**src/rtl/orbtrace_top_if.sv**
```systemverilog
`timescale 1ns/1ps
// -----------------------------------------------------------------------------
// orbtrace_top_if
//
// Purpose: bundles the trace capture port, the host UART pins, the status LEDs,
// the debug pins and the flow-control output of orbtrace_top into one
// interface. The signal names match the board-level pin names.
//
// Signals:
//   traceDin[3:0]  trace data nibble, valid around both traceClk edges
//   traceClk       trace clock (oversampled as data by the capture block)
//   uartrx         host UART receive (not used by the capture block)
//   uarttx         host UART transmit, idles high
//   sync_led       TPIU frame sync held
//   rxInd_led      stretched pulse per committed frame
//   txInd_led      stretched while the UART is sending
//   txOvf_led      stretched pulse per dropped frame
//   D6..D3         debug pins
//   cts            FIFO can accept a whole 16-byte frame
//
// Modports:
//   master  the side that drives the trace pins (board / bench)
//   slave   the capture block
// -----------------------------------------------------------------------------
interface orbtrace_top_if;
    logic [3:0] traceDin;
    logic       traceClk;
    logic       uartrx;
    logic       uarttx;
    logic       sync_led;
    logic       rxInd_led;
    logic       txInd_led;
    logic       txOvf_led;
    logic       D6;
    logic       D5;
    logic       D4;
    logic       D3;
    logic       cts;

    modport master (
        output traceDin, traceClk, uartrx,
        input  uarttx, sync_led, rxInd_led, txInd_led, txOvf_led,
        input  D6, D5, D4, D3, cts
    );

    modport slave (
        input  traceDin, traceClk, uartrx,
        output uarttx, sync_led, rxInd_led, txInd_led, txOvf_led,
        output D6, D5, D4, D3, cts
    );
endinterface

```
**src/rtl/orbtrace_top.sv**
```systemverilog
`timescale 1ns/1ps
// -----------------------------------------------------------------------------
// orbtrace_top
//
// Purpose: captures a 4-bit DDR parallel TPIU trace port by oversampling it on
// clkIn, finds the TPIU frame sync (bytes FF FF FF 7F), assembles aligned
// 16-byte frames, commits whole frames into a byte FIFO and streams them out
// over an 8N1 UART. Drives status LEDs, debug pins and a flow-control output.
//
// Parameters:
//   CLK_HZ             clkIn frequency
//   BAUD               UART bit rate; CLK_HZ/BAUD must be an integer >= 2
//   FIFO_FRAMES        FIFO depth in 16-byte frames
//   STRETCH_BITS       LED stretch counter width (2^STRETCH_BITS cycles)
//   SYNC_TIMEOUT_BITS  sync is lost after 2^SYNC_TIMEOUT_BITS edgeless cycles
//
// Ports:
//   clkIn             system clock, everything runs on its rising edge
//   rstIn             asynchronous active-high reset
//   inject_pll_clk48  ignored
//   inject_pll_lock   low acts exactly like rstIn
//   bus (slave)       trace inputs, UART, LEDs, debug pins, cts
//
// Build option:
//   ORBTRACE_DEBUG_PINS_EN  when defined, D6 = synchronized traceClk,
//                           D5 = byte strobe, D4 = frame commit strobe,
//                           D3 = UART busy; otherwise D6..D3 are tied low.
// -----------------------------------------------------------------------------
module orbtrace_top #(
    parameter int CLK_HZ            = 48000000,
    parameter int BAUD              = 12000000,
    parameter int FIFO_FRAMES       = 4,
    parameter int STRETCH_BITS      = 16,
    parameter int SYNC_TIMEOUT_BITS = 16
) (
    input  logic           clkIn,
    input  logic           rstIn,
    input  logic           inject_pll_clk48,
    input  logic           inject_pll_lock,
    orbtrace_top_if.slave  bus
);

    localparam int DIV   = CLK_HZ / BAUD;
    localparam int DEPTH = 16 * FIFO_FRAMES;
    localparam int CNT_W = $clog2(DEPTH + 1);
    localparam int RP_W  = $clog2(DEPTH);
    localparam int FP_W  = (FIFO_FRAMES > 1) ? $clog2(FIFO_FRAMES) : 1;
    localparam int BD_W  = (DIV > 1) ? $clog2(DIV) : 1;

    localparam logic [31:0] SYNC_WORD = 32'h7FFF_FFFF;

    // Losing PLL lock holds the block in the same state as the reset pin.
    logic w_rst;
    assign w_rst = rstIn | ~inject_pll_lock;

    // The host receive line and the PLL clock play no part in the design.
    logic w_unused;
    assign w_unused = bus.uartrx ^ inject_pll_clk48;

    // ------------------------------------------------------------------
    // Stage p0/p1: two-flop synchronizers, traceClk and traceDin in step
    // ------------------------------------------------------------------
    logic       r_tclk_p0, r_tclk_p1, r_tclk_p2;
    logic [3:0] r_din_p0, r_din_p1;

    always_ff @(posedge clkIn or posedge w_rst) begin
        if (w_rst) begin
            r_tclk_p0 <= 1'b0;
            r_tclk_p1 <= 1'b0;
            r_tclk_p2 <= 1'b0;
            r_din_p0  <= 4'h0;
            r_din_p1  <= 4'h0;
        end else begin
            r_tclk_p0 <= bus.traceClk;
            r_tclk_p1 <= r_tclk_p0;
            r_tclk_p2 <= r_tclk_p1;
            r_din_p0  <= bus.traceDin;
            r_din_p1  <= r_din_p0;
        end
    end

    // Any change of the synchronized clock is a DDR edge carrying one nibble.
    logic w_vld_p1;
    assign w_vld_p1 = r_tclk_p1 ^ r_tclk_p2;

    // ------------------------------------------------------------------
    // Stage p2: sync search, nibble pairing and frame assembly
    // ------------------------------------------------------------------
    logic [31:0]                  r_sr;
    logic                         r_phase;
    logic [3:0]                   r_lo;
    logic [3:0]                   r_idx;
    logic                         r_synced;
    logic [SYNC_TIMEOUT_BITS-1:0] r_to_cnt;
    logic [7:0]                   r_stage [16];

    logic [31:0] w_sr_next;
    logic        w_sync;
    logic        w_byte_stb;
    logic [7:0]  w_byte;
    logic        w_frame_done;
    logic        w_has_room;
    logic        w_commit;
    logic        w_drop;

    // Newest nibble enters at the top, so the oldest of the last eight sits in
    // bits [3:0]; FF FF FF 7F in stream order then reads as 0x7FFFFFFF.
    assign w_sr_next    = {r_din_p1, r_sr[31:4]};
    assign w_sync       = w_vld_p1 && (w_sr_next == SYNC_WORD);
    assign w_byte_stb   = w_vld_p1 && !w_sync && r_synced && r_phase;
    assign w_byte       = {r_din_p1, r_lo};
    assign w_frame_done = w_byte_stb && (r_idx == 4'hF);
    assign w_commit     = w_frame_done && w_has_room;
    assign w_drop       = w_frame_done && !w_has_room;

    always_ff @(posedge clkIn or posedge w_rst) begin
        if (w_rst) begin
            r_sr     <= '0;
            r_phase  <= 1'b0;
            r_lo     <= 4'h0;
            r_idx    <= 4'h0;
            r_synced <= 1'b0;
            r_to_cnt <= '0;
        end else begin
            if (w_vld_p1) begin
                r_sr     <= w_sr_next;
                r_to_cnt <= '0;
                if (w_sync) begin
                    // Realign: the next nibble is the low half of byte 0.
                    r_phase  <= 1'b0;
                    r_idx    <= 4'h0;
                    r_synced <= 1'b1;
                end else begin
                    r_phase <= ~r_phase;
                    if (!r_phase) begin
                        r_lo <= r_din_p1;
                    end
                    if (w_byte_stb) begin
                        r_idx <= r_idx + 4'd1;
                    end
                end
            end else if (r_to_cnt != '1) begin
                r_to_cnt <= r_to_cnt + SYNC_TIMEOUT_BITS'(1);
            end else begin
                r_synced <= 1'b0;
            end
        end
    end

    // Staging buffer holds bytes 0..14; byte 15 is taken straight from the
    // pairing logic in the commit cycle.
    always_ff @(posedge clkIn) begin
        if (w_byte_stb) begin
            r_stage[r_idx] <= w_byte;
        end
    end

    // ------------------------------------------------------------------
    // Stage p3: frame FIFO (whole-frame write, byte read)
    // ------------------------------------------------------------------
    logic [7:0]       r_mem [DEPTH];
    logic [FP_W-1:0]  r_wr_frame;
    logic [RP_W-1:0]  r_rd_ptr;
    logic [CNT_W-1:0] r_count;
    logic             w_pop;

    assign w_has_room = (r_count <= CNT_W'(DEPTH - 16));

    always_ff @(posedge clkIn) begin
        if (w_commit) begin
            for (int i = 0; i < 15; i++) begin
                r_mem[{r_wr_frame, 4'(i)}] <= r_stage[i];
            end
            r_mem[{r_wr_frame, 4'hF}] <= w_byte;
        end
    end

    always_ff @(posedge clkIn or posedge w_rst) begin
        if (w_rst) begin
            r_wr_frame <= '0;
            r_rd_ptr   <= '0;
            r_count    <= '0;
        end else begin
            if (w_commit) begin
                if (r_wr_frame == FP_W'(FIFO_FRAMES - 1)) begin
                    r_wr_frame <= '0;
                end else begin
                    r_wr_frame <= r_wr_frame + FP_W'(1);
                end
            end
            if (w_pop) begin
                if (r_rd_ptr == RP_W'(DEPTH - 1)) begin
                    r_rd_ptr <= '0;
                end else begin
                    r_rd_ptr <= r_rd_ptr + RP_W'(1);
                end
            end
            // A commit and a pop may land in the same cycle.
            unique case ({w_commit, w_pop})
                2'b10:   r_count <= r_count + CNT_W'(16);
                2'b01:   r_count <= r_count - CNT_W'(1);
                2'b11:   r_count <= r_count + CNT_W'(15);
                default: r_count <= r_count;
            endcase
        end
    end

    // ------------------------------------------------------------------
    // Stage p4: 8N1 UART transmitter
    // ------------------------------------------------------------------
    typedef enum logic [1:0] {
        U_IDLE,
        U_START,
        U_DATA,
        U_STOP
    } uart_state_t;

    uart_state_t     r_ust;
    logic [BD_W-1:0] r_baud;
    logic [2:0]      r_bit;
    logic [7:0]      r_shift;
    logic            r_tx;
    logic            w_bit_end;
    logic            w_busy;

    assign w_bit_end = (r_baud == '0);
    assign w_busy    = (r_ust != U_IDLE);
    // Fetch the next byte either from idle or on the last stop-bit cycle, so
    // consecutive bytes run with no idle gap.
    assign w_pop     = (r_count != '0) &&
                       ((r_ust == U_IDLE) || ((r_ust == U_STOP) && w_bit_end));

    always_ff @(posedge clkIn or posedge w_rst) begin
        if (w_rst) begin
            r_ust   <= U_IDLE;
            r_baud  <= '0;
            r_bit   <= 3'd0;
            r_shift <= 8'h00;
            r_tx    <= 1'b1;
        end else begin
            unique case (r_ust)
                U_IDLE: begin
                    r_tx <= 1'b1;
                    if (w_pop) begin
                        r_shift <= r_mem[r_rd_ptr];
                        r_tx    <= 1'b0;
                        r_baud  <= BD_W'(DIV - 1);
                        r_ust   <= U_START;
                    end
                end
                U_START: begin
                    if (w_bit_end) begin
                        r_tx   <= r_shift[0];
                        r_bit  <= 3'd0;
                        r_baud <= BD_W'(DIV - 1);
                        r_ust  <= U_DATA;
                    end else begin
                        r_baud <= r_baud - BD_W'(1);
                    end
                end
                U_DATA: begin
                    if (w_bit_end) begin
                        r_baud <= BD_W'(DIV - 1);
                        if (r_bit == 3'd7) begin
                            r_tx  <= 1'b1;
                            r_ust <= U_STOP;
                        end else begin
                            r_tx    <= r_shift[1];
                            r_shift <= {1'b0, r_shift[7:1]};
                            r_bit   <= r_bit + 3'd1;
                        end
                    end else begin
                        r_baud <= r_baud - BD_W'(1);
                    end
                end
                U_STOP: begin
                    if (w_bit_end) begin
                        if (w_pop) begin
                            r_shift <= r_mem[r_rd_ptr];
                            r_tx    <= 1'b0;
                            r_baud  <= BD_W'(DIV - 1);
                            r_ust   <= U_START;
                        end else begin
                            r_ust <= U_IDLE;
                        end
                    end else begin
                        r_baud <= r_baud - BD_W'(1);
                    end
                end
                default: r_ust <= U_IDLE;
            endcase
        end
    end

    // ------------------------------------------------------------------
    // Stage p5: retriggerable LED stretchers (commit, busy, drop)
    // ------------------------------------------------------------------
    logic [2:0]              w_trig;
    logic [STRETCH_BITS-1:0] r_str_cnt [3];
    logic [2:0]              r_led;

    assign w_trig = {w_drop, w_busy, w_commit};

    // Loading all-ones and clearing the LED once the count has run out keeps
    // it lit for exactly 2^STRETCH_BITS cycles after the last trigger.
    always_ff @(posedge clkIn or posedge w_rst) begin
        if (w_rst) begin
            for (int i = 0; i < 3; i++) begin
                r_str_cnt[i] <= '0;
            end
            r_led <= 3'b000;
        end else begin
            for (int i = 0; i < 3; i++) begin
                if (w_trig[i]) begin
                    r_str_cnt[i] <= '1;
                    r_led[i]     <= 1'b1;
                end else if (r_str_cnt[i] != '0) begin
                    r_str_cnt[i] <= r_str_cnt[i] - STRETCH_BITS'(1);
                end else begin
                    r_led[i] <= 1'b0;
                end
            end
        end
    end

    assign bus.uarttx    = r_tx;
    assign bus.sync_led  = r_synced;
    assign bus.rxInd_led = r_led[0];
    assign bus.txInd_led = r_led[1];
    assign bus.txOvf_led = r_led[2];
    assign bus.cts       = w_has_room;

`ifdef ORBTRACE_DEBUG_PINS_EN
    assign bus.D6 = r_tclk_p1;
    assign bus.D5 = w_byte_stb;
    assign bus.D4 = w_commit;
    assign bus.D3 = w_busy;
`else
    assign bus.D6 = 1'b0;
    assign bus.D5 = 1'b0;
    assign bus.D4 = 1'b0;
    assign bus.D3 = 1'b0;
`endif

endmodule

```
**src/flat_wrapper.sv**
```systemverilog
// flat-port wrapper written by rule: the top's interface ports become plain ports
module orbtrace_top_flat 
#(
    parameter int CLK_HZ            = 48000000,
    parameter int BAUD              = 12000000,
    parameter int FIFO_FRAMES       = 4,
    parameter int STRETCH_BITS      = 16,
    parameter int SYNC_TIMEOUT_BITS = 16
)
  (clkIn, rstIn, inject_pll_clk48, inject_pll_lock, bus_traceDin, bus_traceClk, bus_uartrx, bus_uarttx, bus_sync_led, bus_rxInd_led, bus_txInd_led, bus_txOvf_led, bus_D6, bus_D5, bus_D4, bus_D3, bus_cts);
  orbtrace_top_if bus_i ();
  input  logic clkIn;
  input  logic rstIn;
  input  logic inject_pll_clk48;
  input  logic inject_pll_lock;
  input wire logic [$bits(bus_i.traceDin)-1:0] bus_traceDin;
  input wire logic [$bits(bus_i.traceClk)-1:0] bus_traceClk;
  input wire logic [$bits(bus_i.uartrx)-1:0] bus_uartrx;
  output wire logic [$bits(bus_i.uarttx)-1:0] bus_uarttx;
  output wire logic [$bits(bus_i.sync_led)-1:0] bus_sync_led;
  output wire logic [$bits(bus_i.rxInd_led)-1:0] bus_rxInd_led;
  output wire logic [$bits(bus_i.txInd_led)-1:0] bus_txInd_led;
  output wire logic [$bits(bus_i.txOvf_led)-1:0] bus_txOvf_led;
  output wire logic [$bits(bus_i.D6)-1:0] bus_D6;
  output wire logic [$bits(bus_i.D5)-1:0] bus_D5;
  output wire logic [$bits(bus_i.D4)-1:0] bus_D4;
  output wire logic [$bits(bus_i.D3)-1:0] bus_D3;
  output wire logic [$bits(bus_i.cts)-1:0] bus_cts;
  assign bus_i.traceDin = bus_traceDin;
  assign bus_i.traceClk = bus_traceClk;
  assign bus_i.uartrx = bus_uartrx;
  assign bus_uarttx = bus_i.uarttx;
  assign bus_sync_led = bus_i.sync_led;
  assign bus_rxInd_led = bus_i.rxInd_led;
  assign bus_txInd_led = bus_i.txInd_led;
  assign bus_txOvf_led = bus_i.txOvf_led;
  assign bus_D6 = bus_i.D6;
  assign bus_D5 = bus_i.D5;
  assign bus_D4 = bus_i.D4;
  assign bus_D3 = bus_i.D3;
  assign bus_cts = bus_i.cts;
  orbtrace_top #(.CLK_HZ(CLK_HZ), .BAUD(BAUD), .FIFO_FRAMES(FIFO_FRAMES), .STRETCH_BITS(STRETCH_BITS), .SYNC_TIMEOUT_BITS(SYNC_TIMEOUT_BITS)) u_core (.clkIn(clkIn), .rstIn(rstIn), .inject_pll_clk48(inject_pll_clk48), .inject_pll_lock(inject_pll_lock), .bus(bus_i));
endmodule
```
**config.mk**
```make
export PLATFORM = sky130hd
export DESIGN_NAME = orbtrace_top_flat
export DESIGN_NICKNAME = d
export VERILOG_FILES = /design/src/rtl/orbtrace_top_if.sv /design/src/rtl/orbtrace_top.sv /design/src/flat_wrapper.sv
export SDC_FILE = /design/constraint.sdc
export NUM_CORES = 1
export LEC_CHECK = 0
export BUFFER_PORTS_ARGS = -buffer_cell sky130_fd_sc_hd__clkbuf_2
export CAP_MARGIN = 20
export CELL_PAD_IN_SITES_DETAIL_PLACEMENT = 2
export CELL_PAD_IN_SITES_GLOBAL_PLACEMENT = 2
export CORE_MARGIN = 2
export CORE_UTILIZATION = 50
export CTS_BUF_LIST = sky130_fd_sc_hd__clkbuf_8
export DETAILED_ROUTE_END_ITERATION = 8
export PLACE_DENSITY = 0.85
export SYNTH_ARGS = -nofsm -noshare
export SYNTH_HDL_FRONTEND = slang
export SYNTH_SLANG_ARGS = --single-unit
```
**constraint.sdc**
```tcl
create_clock -name clkIn -period 15.8 [get_ports clkIn]
set_input_delay 3.16 -clock clkIn [delete_from_list [all_inputs] [get_ports clkIn]]
set_output_delay 3.16 -clock clkIn [all_outputs]
set_load 0.02 [all_outputs]
```
Word level (Yosys, flattened, before mapping)
Memories as Yosys holds them, arrays and structs flattened.
Index checks and enable logic that the tools add are counted.

storage, ports and cells
  memories = 2
  RAM bits = 640
  logic and storage cells = 158
  output and inout port bits = 10
  register bits after elaboration = 151
  input bits = 10

cells by class
  bitwise operators = 5
  mux-type cells = 54
  order comparisons = 1
  equal/unequal tests = 24
  reduce and logical (&&, ||, !) cells = 35
  add/subtract/negate cells = 12

memory list
  name            words  bits a word  read ports  clocked after memory_dff  wr ports  RTL line             RTL
  u_core.r_mem    64     8            1           0                         16        orbtrace_top.sv:161  logic [7:0] r_mem [DEPTH];
  u_core.r_stage  16     8            15          0                         1         orbtrace_top.sv:95   logic [7:0] r_stage [16];

operator list
  operator                                                                           number
  16-bit 2-to-1 mux                                                                  8
  16-bit nonzero test                                                                3
  16-bit by 1-bit subtractor with 16-bit output (second input constant)              3
  32-bit by 31-bit == test with 1-bit output (second input constant)                 1
  8-bit 2-to-1 mux                                                                   4
  8-bit case mux with 3 select lines                                                 1
  1-bit 2-to-1 mux                                                                   21
  7-bit case mux with 3 select lines                                                 1
  2-bit by 1-bit inequality test with 1-bit output (second input constant)           10
  2-bit 2-to-1 mux                                                                   9
  16-bit by 1-bit adder with 16-bit output (second input constant)                   1
  16-bit inequality test (second input constant)                                     1
  2-bit nonzero test                                                                 7
  4-bit AND reduction                                                                3
  2-bit == test (second input constant)                                              5
  1-bit logical AND                                                                  9
  3-bit 2-to-1 mux                                                                   3
  4-bit 2-to-1 mux                                                                   2
  2-bit case mux with 4 select lines                                                 1
  7-bit by 4-bit adder with 7-bit output (second input constant)                     1
  7-bit by 5-bit adder with 7-bit output (second input constant)                     1
  7-bit by 6-bit less-or-equal comparator with 1-bit output (second input constant)  1
  7-bit nonzero test                                                                 1
  7-bit by 1-bit subtractor with 7-bit output (second input constant)                1
  other kinds (25)                                                                   33

Logic depth before layout (Yosys ltp)
  word-level depth = 10
  mapped depth = 13
  depth with buffers taken out = 12

Worst setup path after synthesis
OpenSTA, ideal clock, no wires.

  kind = reg2reg
  start point = register u_core.r_count[0]
  end point = memory u_core.r_mem[0][0], enable pin
  cell stages (with the launch flop) = 10
  data required time = 15,183 ps
  slack = 7,729 ps
  arrival time = 7,453 ps
  period minus slack after synthesis = 8,071 ps
  buffers on the path = 2
  setup time = 617 ps
  cell sequence = dfrtp_1 > inv_1 > ha_1 > nor3b_1 > a21o_1 > nand2_1 > or2_2 > clkbuf_1 > clkbuf_1 > nor2_1

RTL lines
  element                 RTL line             RTL
  start, declared         orbtrace_top.sv:164  logic [CNT_W-1:0] r_count;
  start signal, assigned  orbtrace_top.sv:200  2'b10: r_count <= r_count + CNT_W'(16);
  start signal, assigned  orbtrace_top.sv:201  2'b01: r_count <= r_count - CNT_W'(1);
  start signal, assigned  orbtrace_top.sv:202  2'b11: r_count <= r_count + CNT_W'(15);
  end, declared           orbtrace_top.sv:161

Final worst setup path
  start point = register u_core.r_count[0]
  end point = output bus_cts

on the way
  longest elaborated chain between the ends = 1

ends and longest elaborated chain
  element                                                    RTL line             RTL
  7-bit by 6-bit less-or-equal comparator with 1-bit output  orbtrace_top.sv:167  assign w_has_room = (r_count <= CNT_W'(DEPTH - 16));
  end, declared                                              flat_wrapper.sv:28   output wire logic [$bits(bus_i.cts)-1:0] bus_cts;

Every way passes these cells.

==> reports/metrics.cfg <==
[grt]
gr-total-overflow = 0
top_usage_layer = met2
grt_pass1_vias = 20200
grt_usage_pct = 35.8
use_met1_pct = 41.3
grt_use_met3_pct = 7.24
grt_max_degree = 148
grt_pass1_wl_um = 156000
use_met2_pct = 62.8
antenna_found_initial = 7

[finish]
final_common_cell = edfxtp_1
final_cells = 2774
fin_nets = 1926
drive_above_1_share_pct = 16.4
fillers = 5110
syn2layout_area_growth_pct = 11.3
final_cell_mix = edfxtp_1, nand2_1, clkbuf_8, dfrtp_1, mux2i_1

[critical_path]
cp_data_arrival_time_ps = 2860
critPathLaunchType = flop
critPathRequiredTime_ps = 12640
path_cells = inv_1 > ha_1 > nor3b_1 > a21o_1 > clkbuf_2
cp_slowest_cell = nor3b_1
worst_setup_path_end_kind = output port
critPathKind = flop to output port
crit_fanout = 6
critPathMaxStageDelay_ps = 760

[placement]
gp_congestion = 0.773
place_ws_ps = 10610
dp_cells = 2533
portBuffers = 13
dp_hpwl_um = 61200

[sta]
max_slew.worst_pin.slew_ps = 1220
hold-worst-slack_ps = 356
fmax_mhz = 166
fin_ws_ps = 9780
post-route-period-util_pct = 38.1
fin_crit_ps = 6020
skew_ps = 67.4
final-hold-violation-count = 0
final_max_slew_viol_count = 0
slew_headroom_pct = 17.9
setup_violations = 0
grt_setup_unrepaired = false
fin_setup_tns_ps = 0

[routing]
wire_per_inst_um = 39.7
vias = 18100
dr.pass1.iters = 7
drc = 0
drt-total-wl_um = 110000
dr.first_iter.drc_count = 1781
ant_nets = 0
vias_per_cell = 6.53

[yosys]
avgSynthCellArea_um2 = 16.9
synth_seq_cells = 779
netlist_instances = 1792
ys_types = 62
syn_area_um2 = 30400
yosysWarnings = 0
synth-seq-area-share_pct = 74.6
synthFlopType = edfxtp_1
synth_edf_count = 632
ys_async_sr_fraction_pct = 18.9

[clocking]
cts.root.buffer_cell = clkbuf_8
clock_sinks = 779
ctsHoldBuffers = 0
postCtsSetupRepairBufs = 0
clk_pin_slew_ps = 60
cts_tree = done
clock_path_buffers = 3
clock_latency_ps = 830
htree_levels = 4
cts_buffers = 132
cts-resized-gates = 0

[pwr]
power.density_nw_per_um2 = 123
p_leak_nw = 11.9
ir_drop_v = 0.0000875
total_power_mw = 4.17

[floorplan]
rows = 90
pin_count = 20
die_area_um2 = 62700
die_w_um = 250
fp.dieH_um = 250
core_area_um2 = 60200
start_util_pct = 50.4

[job]
drv_cap = 0

[worst_hold_path]
hold_path.class = flop to flop

[status]
status = finished clean

## cells by family (layout without fill, tap and decap cells)
kind of cell | count (synthesis) | in the layout | synth area share (%)
AND/OR/NAND/NOR | 440 | 440 | 6.86
buffers and inverters | 108 | 300 | 1.59
multiplexers | 219 | 219 | 10.9
XOR/XNOR | 48 | 48 | 1.41
AO/OA/AOI/OAI | 169 | 169 | 3.52
other | 1 | 9 | 0.0123
adder cells (fa/ha/maj) | 28 | 28 | 1.15
flip-flops | 779 | 779 | 74.6
## cell type report
| class | count | area [um^2] | share of cell area [%] |
|---|---|---|---|
| timing repair buffer | 39 | 310 | 0.918 |
| clock inverter | 80 | 305 | 0.903 |
| antenna | 5 | 12.5 | 0.0370 |
| inverter | 28 | 105 | 0.311 |
| clock buffer | 153 | 2110 | 6.23 |
| multi-input combinational | 908 | 7330 | 21.7 |
| tap | 782 | 978 | 2.89 |
| sequential | 779 | 22700 | 67.0 |
## sequential cells by signal (all words and copies together) (netlist names), 2 cells and up
register           cells
u_core.r_baud          2
u_core.r_bit           3
u_core.r_count         7
u_core.r_din_p0        4
u_core.r_din_p1        4
u_core.r_idx           4
u_core.r_led           3
u_core.r_lo            4
u_core.r_mem         512
u_core.r_rd_ptr        6
u_core.r_shift         8
u_core.r_sr           28
u_core.r_stage       120
u_core.r_str_cnt      48
u_core.r_to_cnt       16
u_core.r_ust           2
u_core.r_wr_frame      2
## power breakdown
part / switching (mW) / internal [mW]
clock: 0.934 / 0.876
combinational: 0.0375 / 0.0158
sequential: 0.0625 / 2.25
total: 1.03 / 3.14
## final timing paths
check	end	slack, ps	cells after the start	from
min reg2reg	u_core.r_din_p1[2]$_DFF_PP0_	360	0	u_core.r_din_p0[2]$_DFF_PP0_
min in group asynchronous	u_core.r_led[0]$_DFFE_PP0P_	2700	3	rstIn
min	u_core.r_din_p1[2]$_DFF_PP0_	360	0	u_core.r_din_p0[2]$_DFF_PP0_
max	bus_cts	9780	5	u_core.r_count[0]$_DFFE_PP0P_
max reg2reg	u_core.r_mem[6][1]$_DFFE_PP_	10720	9	u_core.r_count[0]$_DFFE_PP0P_
max in group asynchronous	u_core.r_idx[1]$_DFFE_PP0P_	12400	3	inject_pll_lock
## worst max-delay path, delay by kind of cell, from the launching register on
family          cells  cell delay, ps
simple gates        1             760
flops               1             410
compound gates      1             370
fa+ha+maj           1             190
buf+inv             2             340
## routing by layer
| layer | vias up | share of wire (%) |
|---|---|---|
| met1 | 9728 | 36 |
| met3 | 339 | 6.3 |
| li1 | 7096 | - |
| met5 | - | 0.012 |
| met4 | 2 | 5.5 |
| met2 | 954 | 53 |
## Yosys cell counts (3+ instances only)
cell      count  area (um^2)
dfrtp_1     146         3650
buf_4        12         90.1
buf_1        11         41.3
nor4_1       13         81.3
nor3b_1       4         30.0
nor3_1       27          135
edfxtp_1    632        19000
a21oi_1      37          185
nand2b_1      9         56.3
and3_1       20          125
a22oi_1       5         37.5
a31oi_1       3         18.8
nand3_1      25          125
or3_1        17          106
nand4_1      21          131
and2_1        3         18.8
inv_1        28          105
nor2b_1      19          119
xor2_1       13          114
o31ai_1       3         22.5
mux2i_1     118         1180
clkbuf_1     37          139
mux4_2       87         1960
o21a_1        3         22.5
o211ai_1     11         82.6
buf_2        19         95.1
o22ai_1      44          275
or2_2         9         56.3
nor2_1       67          251
a21o_1        7         52.6
nand2_1     189          709
nand3b_1      3         22.5
a211oi_1      9         67.6
ha_1         28          350
xnor2_1      34          298
or4_1         4         30.0
mux2_2       14          158
o21ai_0      32          160
## per-stage QoR
step	area, um^2	utilization, %
5_1_grt	33800	56.1
3_5_place_dp	31300	52.0
2_1_floorplan	30400	-
4_1_cts	33700	56.0
6_report	33800	56.1
3_3_place_gp	31300	52.0
Power figures use the tool's default switching activity.
